==> src/rtl/slcorem0_wic.sv <==
// Wake-up interrupt controller: arms on the PMU handshake and
// latches masked IRQ/NMI/RXEV events into sticky pending bits.
module slcorem0_wic #(
  parameter int NUM_IRQ = 32
) (
  input  logic               SYS_FCLK,
  input  logic               SYS_PORESETn,
  input  logic               CORE_WICENREQ,
  output logic               CORE_WICENACK,
  input  logic               CORE_WICLOAD,
  input  logic               CORE_WICCLEAR,
  input  logic [NUM_IRQ+1:0] CORE_WICMASK,
  input  logic [NUM_IRQ+1:0] CORE_WICINT,
  output logic [NUM_IRQ+1:0] CORE_WICSENSE,
  output logic [NUM_IRQ+1:0] CORE_WICPEND,
  output logic               CORE_WAKEUP
);

  localparam int W = NUM_IRQ + 2;

  typedef enum logic [1:0] {
    S_IDLE  = 2'd0,
    S_ARMED = 2'd1,
    S_WAKE  = 2'd2
  } state_t;

  state_t         r_state;
  logic [W-1:0]   r_mask;
  logic [W-1:0]   r_pend;
  logic           r_ack;
  logic           r_wake;
  logic [W-1:0]   w_pend_nxt;

  // A mask loaded on this edge only qualifies events from the next one.
  assign w_pend_nxt = r_pend | (r_mask & CORE_WICINT);

  always_ff @(posedge SYS_FCLK or negedge SYS_PORESETn) begin
    if (!SYS_PORESETn) begin
      r_state <= S_IDLE;
      r_mask  <= '0;
      r_pend  <= '0;
      r_ack   <= 1'b0;
      r_wake  <= 1'b0;
    end else if (!CORE_WICENREQ) begin
      r_state <= S_IDLE;
      r_mask  <= '0;
      r_pend  <= '0;
      r_ack   <= 1'b0;
      r_wake  <= 1'b0;
    end else begin
      unique case (r_state)
        S_IDLE: begin
          r_state <= S_ARMED;
          r_ack   <= 1'b1;
        end
        S_ARMED, S_WAKE: begin
          r_ack <= 1'b1;
          if (CORE_WICCLEAR) begin
            r_state <= S_ARMED;
            r_mask  <= '0;
            r_pend  <= '0;
            r_wake  <= 1'b0;
          end else begin
            if (CORE_WICLOAD)
              r_mask <= CORE_WICMASK;
            r_pend <= w_pend_nxt;
            if (|w_pend_nxt) begin
              r_state <= S_WAKE;
              r_wake  <= 1'b1;
            end
          end
        end
        default: begin
          r_state <= S_IDLE;
          r_mask  <= '0;
          r_pend  <= '0;
          r_ack   <= 1'b0;
          r_wake  <= 1'b0;
        end
      endcase
    end
  end

  assign CORE_WICENACK = r_ack;
  assign CORE_WAKEUP   = r_wake;
  assign CORE_WICSENSE = r_mask;
  assign CORE_WICPEND  = r_pend;

endmodule
==> config.mk <==
export PLATFORM = sky130hd
export DESIGN_NAME = slcorem0_wic
export DESIGN_NICKNAME = d
export VERILOG_FILES = /design/src/rtl/slcorem0_wic.sv
export SDC_FILE = /design/constraint.sdc
export NUM_CORES = 1
export LEC_CHECK = 0
export ABC_CLOCK_PERIOD_IN_PS = 1900
export BUFFER_PORTS_ARGS = -buffer_cell sky130_fd_sc_hd__clkbuf_2
export CAP_MARGIN = 15
export CORE_UTILIZATION = 40
export CTS_CLUSTER_DIAMETER = 150
export DETAILED_ROUTE_END_ITERATION = 7
export PLACE_DENSITY = 0.74
export SETUP_SLACK_MARGIN = 0.5
export SYNTH_ARGS = -nofsm -noshare
export SYNTH_HDL_FRONTEND = slang
export SYNTH_SLANG_ARGS = --single-unit
==> constraint.sdc <==
create_clock -name SYS_FCLK -period 1.9 [get_ports SYS_FCLK]
set_clock_uncertainty 0.2 [all_clocks]
set_input_delay 0.19 -clock SYS_FCLK [delete_from_list [all_inputs] [get_ports SYS_FCLK]]
set_output_delay 0.19 -clock SYS_FCLK [all_outputs]
set_load 0.02 [all_outputs]
==> flow_summary.yaml <==
logic_synthesis:
  ys_ff_latch: 72
  yosys_most_used_dff: "dfrtp_1"
  synth_top_area_cell: "dfrtp_1"
  synth_cell_types: 32
  avgSynthCellArea_um2: 12.2
  synthArstFlopShare_pct: 100
  synthTopCellsByArea: "dfrtp_1, a22o_1, a31oi_1"
  syn_nets: 315
  synth_top_area_share_pct: 61.4
  ys_seq_area_share_pct: 61.4
  synth_area_um2: 2930
  synthCells: 240
  synth_edf_count: 0
  ys_warn_count: 0
cells_and_area:
  fill_cells: 373
  drive_gt1_share_pct: 53.0
  layout.nets: 562
  area_growth_pct: 91.3
  instances_no_fill: 589
  fin_util_pct: 80.8
sta:
  fmax_mhz: 468
  finalHoldViolations: 0
  tightest_slew_ns: 0.522
  period_needed_ns: 2.14
  rsz0062_at_grt: "true"
  setup_viol: 65
  fin_ws_ns: -0.236
  period_share_pct: 112
  final_max_slew_viol_count: 0
  relSlewSlack_pct: 64.9
routing:
  drt_iter0_drc: 232
  ant_nets: 0
  vias: 3459
  postRouteWirelength_um: 13500
  firstDrtPassIters: 5
  route.detailed.drc: 0
  via_per_inst: 5.87
  wl_per_cell_um: 22.9
worst_setup_path:
  path_class: "reg2reg"
  startpoint_type: "flop"
  slowest_stage: "nor4_1"
  crit_required_ns: 1.96
  setup.worst_path.start: "CORE_WICPEND[9]$_DFFE_PN0P_"
  r2r-start: "CORE_WICPEND[9]$_DFFE_PN0P_"
  critPathArrivalTime_ns: 2.20
  cp_num_buf_inv: 0
  critPathMaxFanout: 3
  crit_chain: "nor4_1 > nand4_1 > nor3_2 > nand4b_1 > mux2i_1"
  crit_family: "simple AND/OR/NAND/NOR gates"
  critPathMaxStageDelay_ns: 0.52
  worstSetupEndpointType: "flop"
place:
  place_congestion: 0.786
  port_buffers: 142
  dp_hpwl_um: 6520
  post-place-cells: 478
clock_tree:
  clk_pin_slew_ns: 0.08
  clockRootBuffer: "clkbuf_8"
  cts_sinks: 72
  cts_buffer_depth: 2
  clock_latency_ns: 0.36
  numCtsBuffers: 9
  cts-htree-levels: 3
  cts_tree: "done"
floorplanning:
  core_um2: 6940
  dieHeight_um: 87.6
  start_util_pct: 42.3
  die_w_um: 87.6
  row_count: 30
  pin_count: 143
  die_area_um2: 7680
min_path:
  hold_start: "CORE_WICENREQ"
  min_path_type: "in2reg"
global_route:
  grt_antenna_before_repair: 1
  gr-total-overflow: 0
  grt_pass1_vias: 3271
  grt_first_pass_wirelength_um: 16700
  grt_use_total_pct: 29.3
  grt_max_degree: 39
power:
  p_per_area_nw_per_um2: 707
  ir_drop_mv: 0.421
  p_leak_nw: 2.69
run_status:
  failed_checks: "negative setup slack"
  status: "complete, but fails checks"
run:
  drv_cap: 0
## state kept, by name, indices dropped and copies added (netlist names)
register	count
CORE_WICENACK	1
r_state	2
CORE_WICSENSE	34
CORE_WICPEND	34
CORE_WAKEUP	1
## final timing paths
check	endpoint	slack (ns)	depth (start not counted)
hold / removal	CORE_WICENACK$_DFF_PN0_	0.02	2
min in group asynchronous	CORE_WICSENSE[17]$_DFFE_PN0P_	0.14	2
hold reg to reg	CORE_WAKEUP$_DFFE_PN0P_	0.33	1
setup reg to reg	r_state[0]$_DFFE_PN0P_	-0.24	5
setup / recovery	r_state[0]$_DFFE_PN0P_	-0.24	5
max in group asynchronous	CORE_WICPEND[32]$_DFFE_PN0P_	0.74	3
## repair_timing
action,4_1_cts,5_1_grt
cloned,1,3
hold buffers,69,0
buffers inserted,15,6
endpoints found under the hold margin,106,0
resized for setup,44,107
pin swaps,5,8
setup endpoints to repair,75,86
## logic make-up (layout without fill, tap and decap cells)
logic type / after synthesis / after routing / synth area share (%)
AO/OA/AOI/OAI: 91 / 91 / 23.9
buffers and inverters: 17 / 269 / 2.86
multiplexers: 1 / 1 / 0.341
AND/OR/NAND/NOR: 57 / 57 / 10.6
flip-flops: 72 / 72 / 61.4
adder cells (fa/ha/maj): 2 / 2 / 0.853
other: 0 / 1 / 0
## final cells by class
type                    instances  area [µm²]  share of cell area, %
diodes                          1        2.50                 0.0446
repair buffers                251        2020                   36.0
inverters                       2        7.51                  0.134
clock buffers                   9         124                   2.21
clock inverters                 7         120                   2.14
multi-input cells             151        1410                   25.1
well taps                      96         120                   2.14
flip-flops and latches         72        1810                   32.3
## routing by layer
| metal | wire length [µm] | vias to the layer above | global-route usage (%) |
|---|---|---|---|
| li1 | - | 1446 | - |
| met1 | 4960 | 1692 | 33.5 |
| met5 | 0 | - | 0 |
| met4 | 612 | 0 | 14.0 |
| met2 | 6830 | 260 | 52.3 |
| met3 | 1050 | 61 | 6.50 |
## Yosys cell counts (2+ instances only)
cell      instances
dfrtp_1          72
a22o_1           37
nor2_1           32
a31oi_1          31
buf_2            13
a22oi_1          11
nand2_1           5
nor4_1            4
nor4_2            4
a32o_1            3
nand4_1           3
a21o_1            2
a221oi_1          2
ha_1              2
inv_1             2
## stage by stage
stage	hold WS [ns]	cell area, µm²	setup slack, ns	setup TNS, ns	total power, mW
finish	0.0247	5610	-0.236	-2.79	3.97
CTS	-0.0141	5130	0.0700	0	3.77
detailed placement	-0.00396	3880	-0.155	-4.20	2.10
global placement	-0.0167	3880	-0.0225	-0.456	2.09
global route	0.0236	5610	-0.303	-6.26	4.08
floorplan	-0.306	3020	0.120	0	1.87
## report_power, final
part           internal, mW  switching [mW]
Combinational         0.426           0.452
Sequential             1.56          0.0311
Clock                 0.874           0.629
## cells in the final DEF (no fill, tap or decap), drive strengths merged, types with 2 or more instances in the layout
| master | netlist | layout |
|---|---|---|
| dfrtp | 72 | 72 |
| buf | 14 | 54 |
| nand4 | 3 | 3 |
| a21o | 2 | 2 |
| nor2 | 32 | 32 |
| a221oi | 2 | 2 |
| nor4 | 9 | 9 |
| clkbuf | 1 | 137 |
| bufinv | 0 | 3 |
| a32o | 3 | 3 |
| nand2 | 5 | 5 |
| a31oi | 31 | 31 |
| a22o | 37 | 37 |
| ha | 2 | 2 |
| inv | 2 | 2 |
| dlygate4sd3 | 0 | 69 |
| clkinv | 0 | 3 |
| a22oi | 11 | 11 |
No activity file was read; power rests on OpenSTA's default activity.
